--- config.mk ---
export PLATFORM = sky130hd
export DESIGN_NAME = fetch_unit
export DESIGN_NICKNAME = d
export VERILOG_FILES = /design/src/rtl/fetch_unit.sv
export SDC_FILE = /design/constraint.sdc
export NUM_CORES = 1
export LEC_CHECK = 0
export CORE_AREA = 2 2 102 104
export DETAILED_ROUTE_END_ITERATION = 10
export DIE_AREA = 0 0 104 106
export DONT_BUFFER_PORTS = 1
export GPL_TIMING_DRIVEN = 0
export PLACE_DENSITY = 0.67
export SYNTH_ARGS = -nofsm -noshare
export SYNTH_HDL_FRONTEND = slang
export SYNTH_SLANG_ARGS = --single-unit
--- constraint.sdc ---
create_clock -name clk -period 3 [get_ports clk]
set_clock_uncertainty 0.05 [all_clocks]
set_input_delay 0.15 -clock clk [delete_from_list [all_inputs] [get_ports clk]]
set_output_delay 0.15 -clock clk [all_outputs]
set_load 0.01 [all_outputs]
--- src/rtl/fetch_unit.sv ---
// fetch_unit: instruction fetch sequencer driving the program counter register.
//
// Reads the current pc, issues instruction-memory reads and tells the PC
// register when and where to advance. It also holds the IF/ID output slot,
// applies downstream backpressure, takes redirects from execute, and stops
// fetching for good when decode holds a halt instruction.
//
// Build option: define FETCH_SKID_BUF_EN to add a skid entry behind the
// output slot. This lets a fetch complete while the output is stalled. When
// the macro is undefined, the unit has a single output slot.
module fetch_unit #(
    parameter int unsigned          WORD_W  = 32,
    parameter logic [WORD_W-1:0]    PC_INIT = '0
) (
    input  logic                clk,
    input  logic                n_rst,

    // PC register
    input  logic [WORD_W-1:0]   pc,
    output logic                adv,
    output logic [WORD_W-1:0]   next_pc,

    // instruction memory port
    output logic                imem_ren,
    output logic [WORD_W-1:0]   imem_addr,
    input  logic                imem_ihit,
    input  logic [WORD_W-1:0]   imem_load,

    // control-flow change and halt
    input  logic                redirect,
    input  logic [WORD_W-1:0]   redirect_pc,
    input  logic                halt_in,

    // IF/ID output slot
    output logic                if_valid,
    input  logic                if_ready,
    output logic [WORD_W-1:0]   if_instr,
    output logic [WORD_W-1:0]   if_pc,
    output logic [WORD_W-1:0]   if_npc
);

    localparam logic [1:0] ST_IDLE   = 2'd0;
    localparam logic [1:0] ST_FETCH  = 2'd1;
    localparam logic [1:0] ST_HALTED = 2'd2;

    localparam logic [WORD_W-1:0] PC_STEP    = WORD_W'(4);
    localparam logic [WORD_W-1:0] ALIGN_MASK = ~WORD_W'(3);

    logic [1:0]         state_reg;
    logic [1:0]         state_next;

    logic               if_valid_reg;
    logic [WORD_W-1:0]  if_instr_reg;
    logic [WORD_W-1:0]  if_pc_reg;
    logic [WORD_W-1:0]  if_npc_reg;

    logic               in_fetch;
    logic               flush_redirect;
    logic               halt_now;
    logic               slot_free;
    logic               capture;
    logic               out_accept;
    logic [WORD_W-1:0]  pc_plus4;

`ifdef FETCH_SKID_BUF_EN
    logic               skid_valid_reg;
    logic [WORD_W-1:0]  skid_instr_reg;
    logic [WORD_W-1:0]  skid_pc_reg;
    logic [WORD_W-1:0]  skid_npc_reg;
`endif

    assign in_fetch       = (state_reg == ST_FETCH);
    // A redirect from execute overrides everything else, including halt.
    assign flush_redirect = in_fetch && redirect;
    assign halt_now       = in_fetch && !redirect && halt_in;
    assign out_accept     = if_valid_reg && if_ready;
    assign pc_plus4       = pc + PC_STEP;

`ifdef FETCH_SKID_BUF_EN
    // The skid entry absorbs one capture while the output is stalled.
    assign slot_free = !skid_valid_reg;
`else
    assign slot_free = !if_valid_reg || if_ready;
`endif

    // Read request, capture, and PC advance are decided combinationally in the same cycle.
    always_comb begin
        imem_ren = in_fetch && slot_free && !redirect && !halt_in;
        capture  = imem_ren && imem_ihit;
        adv      = flush_redirect || capture;
        next_pc  = pc;
        if (flush_redirect) begin
            next_pc = redirect_pc & ALIGN_MASK;
        end else if (capture) begin
            next_pc = pc_plus4;
        end
    end

    assign imem_addr = pc;

    // IDLE moves to FETCH after one cycle. HALTED is left only through reset.
    always_comb begin
        state_next = state_reg;
        case (state_reg)
            ST_IDLE:   state_next = ST_FETCH;
            ST_FETCH:  if (halt_now) state_next = ST_HALTED;
            ST_HALTED: state_next = ST_HALTED;
            default:   state_next = ST_IDLE;
        endcase
    end

    // State register.
    always_ff @(posedge clk or negedge n_rst) begin
        if (!n_rst) begin
            state_reg <= ST_IDLE;
        end else begin
            state_reg <= state_next;
        end
    end

`ifdef FETCH_SKID_BUF_EN
    // Output slot and skid entry. The skid entry always drains first, which preserves order.
    always_ff @(posedge clk or negedge n_rst) begin
        if (!n_rst) begin
            if_valid_reg   <= 1'b0;
            if_instr_reg   <= '0;
            if_pc_reg      <= PC_INIT;
            if_npc_reg     <= PC_INIT + PC_STEP;
            skid_valid_reg <= 1'b0;
            skid_instr_reg <= '0;
            skid_pc_reg    <= '0;
            skid_npc_reg   <= '0;
        end else if (flush_redirect || halt_now) begin
            if_valid_reg   <= 1'b0;
            skid_valid_reg <= 1'b0;
        end else if (skid_valid_reg) begin
            // No capture can happen here, because a full skid entry blocks imem_ren.
            if (if_ready) begin
                if_valid_reg   <= 1'b1;
                if_instr_reg   <= skid_instr_reg;
                if_pc_reg      <= skid_pc_reg;
                if_npc_reg     <= skid_npc_reg;
                skid_valid_reg <= 1'b0;
            end
        end else if (capture) begin
            if (!if_valid_reg || if_ready) begin
                if_valid_reg <= 1'b1;
                if_instr_reg <= imem_load;
                if_pc_reg    <= pc;
                if_npc_reg   <= pc_plus4;
            end else begin
                skid_valid_reg <= 1'b1;
                skid_instr_reg <= imem_load;
                skid_pc_reg    <= pc;
                skid_npc_reg   <= pc_plus4;
            end
        end else if (out_accept) begin
            if_valid_reg <= 1'b0;
        end
    end
`else
    // Single output slot: it loads on capture, empties on accept, and is flushed by a redirect or a halt.
    always_ff @(posedge clk or negedge n_rst) begin
        if (!n_rst) begin
            if_valid_reg <= 1'b0;
            if_instr_reg <= '0;
            if_pc_reg    <= PC_INIT;
            if_npc_reg   <= PC_INIT + PC_STEP;
        end else if (flush_redirect || halt_now) begin
            // On a halt, the slot instruction is younger than the halt and is dropped.
            if_valid_reg <= 1'b0;
        end else if (capture) begin
            if_valid_reg <= 1'b1;
            if_instr_reg <= imem_load;
            if_pc_reg    <= pc;
            if_npc_reg   <= pc_plus4;
        end else if (out_accept) begin
            if_valid_reg <= 1'b0;
        end
    end
`endif

    assign if_valid = if_valid_reg;
    assign if_instr = if_instr_reg;
    assign if_pc    = if_pc_reg;
    assign if_npc   = if_npc_reg;

endmodule
* Word level (Yosys, flattened, before mapping)
Cells that the tools add are included.
** Storage, ports and cells
- Register bits after elaboration :: 99
- Bits of input ports :: 102
- Logic and storage cells :: 34
** Operators by class
- $add $sub $neg :: 1
- Equality and inequality tests :: 3
- Multiplexer cells :: 7
- Bitwise operators :: 1
- Reductions and logical operators :: 17
** Operator list (count)
- two-way mux 32 bit :: 2
- adder 32 x 3 -> 32 bit, second input constant :: 1
- logical AND 1 bit :: 8
- case mux 2 bit (3 select lines) :: 1
- logical NOT 1 bit :: 3
- logical OR 1 bit :: 3
- two-way mux 1 bit :: 3
- nonzero test 3 bit :: 1
- == test 2 x 1 -> 1 bit, second input constant :: 1
- == test 2 bit, second input constant :: 1
- logical NOT 2 bit :: 1
- two-way mux 2 bit :: 1
- inequality test 2 x 1 -> 1 bit, second input constant :: 1
- AND reduction 2 bit :: 1
- NOT 1 bit :: 1

* Depth between registers and ports, before layout
Gate-level depths: netlist of run 1.
- Word-level depth :: 8
- Mapped depth :: 10
- Mapped depth without buffers :: 8

* Worst setup path before layout of run 1
OpenSTA, ideal clock, no wires.
- Kind :: register -> output
- Start point :: register state_reg[1]
- End point :: output next_pc[11]
- Arrival :: 2.111 ns
- Path slack :: 0.689 ns
- Cell stages (with the launch flop) :: 9
- Cells stage by stage :: dfrtp_1 > inv_1 > ha_1 > nand2_1 > or4_1 > buf_2 > buf_6 > buf_2 > o311ai_0
** Between the ends
- Cells in the longest elaborated chain, start to end :: 7
- Elaborated cells on any way between the ends :: 8
- Classes of those cells :: 1 x eq/ne; 2 x mux; 5 x reduce/logical
** RTL lines
- start, declared :: line 49 : logic [1:0] state_reg;
- start signal, assigned :: line 117 : state_reg <= state_next;
- == test 2 x 1 -> 1 bit (*) :: line 72 : assign in_fetch = (state_reg == ST_FETCH);
- logical AND 1 bit (3 in a row) :: line 88 : imem_ren = in_fetch && slot_free && !redirect && !halt_in;
- logical AND 1 bit :: line 89 : capture = imem_ren && imem_ihit;
- two-way mux 32 bit :: line 94 : end else if (capture) begin
- two-way mux 32 bit (*) :: line 92 : if (flush_redirect) begin
- end, declared :: line 21 : output logic [WORD_W-1:0] next_pc,
Every way passes the cells marked *; elsewhere a longest branch is shown, timed or not.

* Final worst setup path of run 1
- Start point :: register state_reg[1]
- End point :: output next_pc[5]
The elaborated chain is that of the path after synthesis.

==> results of run 1 <==
## per-layer routing
metal / vias up / GRT usage / wire, µm
li1: 2152 / - / -
met1: 2336 / 0.388 / 6890
met2: 287 / 0.531 / 8580
met3: 33 / 0.0705 / 1480
met4: 0 / 0.116 / 424
met5: - / 0 / 0
## final timing paths
| path | slack, ns | end | depth (start not counted) | startpoint |
|---|---|---|---|---|
| hold reg to reg | 0.46 | if_npc[2] | 2 | if_npc[2] |
| max in group asynchronous | 2.17 | if_npc[11] | 2 | n_rst |
| hold / removal | 0.01 | if_pc[5] | 2 | pc[5] |
| setup / recovery | 0.11 | next_pc[5] | 10 | state_reg[1] |
| min in group asynchronous | 0.30 | if_valid | 2 | n_rst |
| setup reg to reg | 0.53 | if_npc[14] | 10 | state_reg[1] |
## worst register-to-register path: cells and delay by family, from the launching register on
family | cells | cell delay (ns)
compound gates | 1 | 0.09
fa+ha+maj | 1 | 0.24
flops | 1 | 0.37
buf+inv | 5 | 0.91
simple gates | 3 | 0.67
## logic make-up after synthesis
family,count (synthesis),share of synthesized area
AOI/OAI and AO/OA,95,0.114
DFF,97,0.472
muxes,3,0.00705
and+or+nand+nor,309,0.269
buffers and inverters,80,0.0875
xor gates and xnor gates,26,0.0442
adders and majority gates,3,0.00729
## power breakdown
part / switching (mW) / internal [mW]
clock network: 0.509 / 0.486
registers: 0.771 / 1.92
logic: 0.763 / 0.507
total: 2.04 / 2.91
## cell usage in the layout, fill, tap and decap left out, types with 7 or more instances in the layout
cell	n
a21oi_1	9
a221o_1	10
a22oi_1	9
and3_1	7
buf_1	8
buf_2	7
buf_4	38
clkbuf_1	16
clkbuf_8	9
dfrtp_1	96
dlygate4sd3_1	60
nand2_1	235
nand3_1	11
nand4_1	9
nor2_1	10
nor3_1	7
o21ai_0	46
xnor2_1	14
xor2_1	12
## per-stage QoR
stage | cells | TNS (ns)
finish | 828 | 0
detailed placement | 749 | 0
CTS | 829 | -0.177
global route | 828 | 0
floorplan | 613 | 0
global placement | 749 | 0
## cell type report
class | count | area share
Inverter | 7 | 0.00421
Tap cell | 136 | 0.0273
Clock inverter | 7 | 0.0171
Clock buffer | 9 | 0.0199
Buffer | 72 | 0.0684
Timing Repair Buffer | 64 | 0.104
Multi-Input combinational cell | 436 | 0.369
Sequential cell | 97 | 0.389
## repair_timing
item,CTS,global route
pin swaps,1,0
hold buffers,61,0
setup buffers,3,0
cloned,0,0
resized for setup,5,17
endpoints found under the hold margin,171,0
setup endpoints to repair,19,23
==> flow_metrics.tcl, run 1 <==
set metrics [dict create \
    outcome "finished clean" \
    routed_wl_mm 17.4 \
    fmax_mhz 346 \
    total_power_mw 4.96 \
    yosys_warnings 0 \
    routed_wire_length_per_instance_um 21.0 \
    initial_core_util 0.515 \
    hold_class "primary input to register" \
    grt_start_max_net_pins 98 \
    synth_largest_type_area_fraction 0.467 \
    path_buf_inv 4 \
    filler_cell_count 905 \
    post-dp-hpwl_mm 12.0 \
    drt-pass1-iter-count 7 \
    power.leakage_nw 2.99 \
    timing.setup.critical_path_class "register to output port" \
    multiInputGateArea_um2 2300 \
    cts.reportedPaths.clkPinSlew_ns 0.10 \
    synth_largest_area_cell "dfrtp_1" \
    dpl_cell_area_um2 5320 \
    endpoint_kind "output port" \
    insertion_delay_ns 0.38 \
    worst_relative_slew_slack 0.545 \
    critical-path-slowest-cell "or4_1" \
    detailed_route_iter0_violations 397 \
    place_congestion 0.902 \
    pin_count 265 \
    final-max-slew-violation-count 0 \
    cts_made_buffers 9 \
    ff_latch_area_um2 2430 \
    period_needed_ns 2.89 \
    worst_path_required_ns 2.80 \
    first_global_vias 4697 \
    root_cell_of_the_clock_tree "clkbuf_8" \
    dieHeight_um 106 \
    start_kind "register" \
    synth_flop_cell "dfrtp_1" \
    vias 4808 \
    area_growth_syn_to_layout_pct 21.1 \
    timing.final.setup_violations 0 \
    global_route.overflow_total 0 \
    critical_path.max_fanout 10 \
    synth_area_leaders "dfrtp_1, nand2_1, buf_4" \
    ys_seq_elements 97 \
    synth_area_um2 5150 \
    remaining_drc_errors 0 \
    p_per_area_nw_per_um2 795 \
    die_w_um 104 \
    timing.critical_path.mode_cell "buf_2" \
    worst-slew-pin-transition_ns 0.673 \
    htree_levels 3 \
    n_antenna_cell 0 \
    fin_nets 792 \
    critical_path.cell_chain "inv_1 > ha_2 > nand2_1 > or4_1 > buf_2 > buf_6 > buf_2 > nor3_1 > a21oi_1 > o21ai_1" \
    track_usage 0.311 \
    tritoncts_clock_tree "built" \
    clock_sinks 97 \
    dpl_worst_slack_ns 0.256 \
    yosys-top-cells-count "nand2_1, dfrtp_1, o21ai_0" \
    finalHoldViolations 0 \
    floorplan.rows 37 \
    max_stage_delay_ns 0.42 \
    max-cap-violations 0 \
    synth.most_common_cell "nand2_1" \
    yosysUniqueCellTypes 48 \
    layout-drive-gt1-share 0.132 \
    initial_antenna_violation_count 0 \
    min_period_over_period 0.963 \
    detail_route.vias_per_cell 5.81 \
    vdd_drop_max_uv 468 \
    numPortBuffers 0 \
    post-route-cell-area_um2 6240 \
    clock_tree.buffer_depth 2 \
    grt_pass1_wl_mm 26.3 \
    design.die.area_um2 11000 \
    async_flop_share 1.00 \
    critPathTopFamily "simple AND/OR/NAND/NOR gates" \
    fin_hold_ws_ns 0.0144 \
    rsz0062_at_grt "false" \
    syn_nets 718 \
    synth_seq_area_share 0.472 \
    syn_avg_cell_area_um2 8.40 \
    final_util 0.624 \
    ant_nets 0 \
    post_synth_edffs 0 \
    core_um2 10000 \
    worst_slack_ns 0.112 \
    arrival_ns 2.69 \
    synthCells 613 \
]
Note: power is estimated with default switching activity, not from simulation.
==> run 2: changes to the inputs <==
GPL_TIMING_DRIVEN = not set   (was 0)
==> flow_metrics.tcl, run 2 (synthesis results as in run 1) <==
set metrics [dict create \
    outcome "finished clean" \
    power.leakage_nw 2.79 \
    track_usage 0.292 \
    layout-drive-gt1-share 0.0708 \
    pin_count 265 \
    numPlacedInstances 684 \
    final_cell_mix "nand2_1, dfrtp_1, dlygate4sd3_1" \
    r2r_start "state_reg[1]" \
    detailed_route_iter0_violations 468 \
    hold_start "pc[6]" \
    die_w_um 104 \
    insertion_delay_ns 0.37 \
    final_cells 772 \
    tritoncts_clock_tree "built" \
    power.clock.fraction 0.189 \
    total_power_mw 4.76 \
    routed_wl_mm 16.5 \
    arrival_ns 2.66 \
    setup_total_negative_slack_ns 0 \
    cts_made_buffers 9 \
    initial_core_util 0.515 \
    regToRegEndpoint "if_npc[28]" \
    detail_route.vias_per_cell 5.93 \
    global_route.overflow_total 0 \
    remaining_drc_errors 0 \
    internal-power_mw 2.79 \
    place_congestion 0.877 \
    reg2regPathDepth 8 \
    clock_tree.buffer_depth 2 \
    comb_power_share 0.244 \
    timing.setup.critical_path_class "register to output port" \
    period_needed_ns 2.86 \
    core_um2 10000 \
    cts.reportedPaths.clkPinSlew_ns 0.10 \
    drt-pass1-iter-count 5 \
    fin_nets 737 \
    filler_cell_count 875 \
    rsz0062_at_grt "false" \
    routed_wire_length_per_instance_um 21.4 \
    start_kind "register" \
    finalHoldViolations 0 \
    htree_levels 3 \
    final-max-slew-violation-count 0 \
    most_frequent_standard_cell_in_the_layout_excluding_fill_and_tap_cells "nand2_1" \
    numPortBuffers 0 \
    area_growth_syn_to_layout_pct 15.3 \
    timing.final.setup_violations 0 \
    min_to "if_npc[7]" \
    first_global_vias 4362 \
    worst_path_required_ns 2.80 \
    total_switching_power_mw 1.96 \
    n_antenna_cell 0 \
    power.share.sequential 0.567 \
    switching_fraction 0.413 \
    grt_start_max_net_pins 98 \
    hold_class "primary input to register" \
    worst-slew-pin-transition_ns 0.682 \
    ant_nets 0 \
    worst_hold_path.num_cells 3 \
    p_per_area_nw_per_um2 802 \
    max-cap-violations 0 \
    root_cell_of_the_clock_tree "clkbuf_8" \
    critical_path.max_fanout 41 \
    grt_pass1_wl_mm 24.8 \
    final_util 0.593 \
    dieHeight_um 106 \
    design.die.area_um2 11000 \
    worst_relative_slew_slack 0.540 \
    fmax_mhz 350 \
    initial_antenna_violation_count 0 \
    vias 4576 \
    clock_sinks 97 \
    post-dp-hpwl_mm 10.2 \
    vdd_drop_max_uv 407 \
    endpoint_kind "output port" \
    worst-r2r-setup-slack_ns 0.58 \
    min_period_over_period 0.952 \
    floorplan.rows 37 \
]
run 2: critical path, stage by stage, from the launching register on:
cell and delay (ns):
dfrtp_1 0.37, inv_1 0.09, ha_2 0.24, nand2_1 0.18
or4_4 0.65, buf_12 0.21, a211oi_1 0.18, a41o_1 0.18
a221o_1 0.18
run 2: cell type report:
class | instances | area, µm² | area share
clock buffers | 10 | 138 | 0.0232
clock inverters | 5 | 63.8 | 0.0108
inverters | 7 | 26.3 | 0.00443
multi-input cells | 438 | 2300 | 0.388
flip-flops and latches | 97 | 2430 | 0.409
well taps | 136 | 170 | 0.0287
repair buffers | 79 | 808 | 0.136
run 2: worst max-delay path by stage:
stage / slack, ns / end / start / cells after the start
after floorplan: 0.69 / next_pc[11] / state_reg[1] / 8
after global placement: 0.57 / next_pc[17] / state_reg[1] / 8
after detailed placement: 0.51 / next_pc[17] / state_reg[1] / 8
after CTS: 0.09 / next_pc[17] / state_reg[1] / 8
after global routing: 0.02 / next_pc[17] / state_reg[1] / 8
final: 0.14 / next_pc[17] / state_reg[1] / 8
run 2: power by group through the flow:
stage / logic, mW / clock network, mW / registers (mW)
2_1_floorplan: 0.897 / 0 / 2.54
3_3_place_gp: 0.954 / 0 / 2.71
3_5_place_dp: 1.02 / 0 / 2.72
4_1_cts: 1.13 / 0.906 / 2.71
5_1_grt: 1.33 / 0.962 / 2.77
6_report: 1.16 / 0.899 / 2.70
run 2: timing repair:
action | in CTS | in global routing
endpoints found under the hold margin | 187 | 0
resized for setup | 0 | 2
setup buffers | 0 | 2
endpoints found under the setup margin | 0 | 8
hold buffers | 69 | 0
run 2: metal layers:
metal / wire length (µm) / up-vias / share of wire / global-route usage
li1: - / 2038 / - / -
met1: 6480 / 2189 / 0.39 / 0.369
met2: 7890 / 309 / 0.48 / 0.477
met3: 1740 / 40 / 0.11 / 0.0895
met4: 376 / 0 / 0.023 / 0.102
met5: 0 / - / 0 / 0
run 2: per-stage QoR:
stage,hold WS (ns),cell area (µm²),setup slack [ns]
2_1_floorplan,-0.196,5150,0.689
3_3_place_gp,-0.193,4980,0.566
5_1_grt,0.0161,5930,0.0175
4_1_cts,0.0154,5890,0.0852
6_report,0.0292,5930,0.144
3_5_place_dp,-0.193,4980,0.506
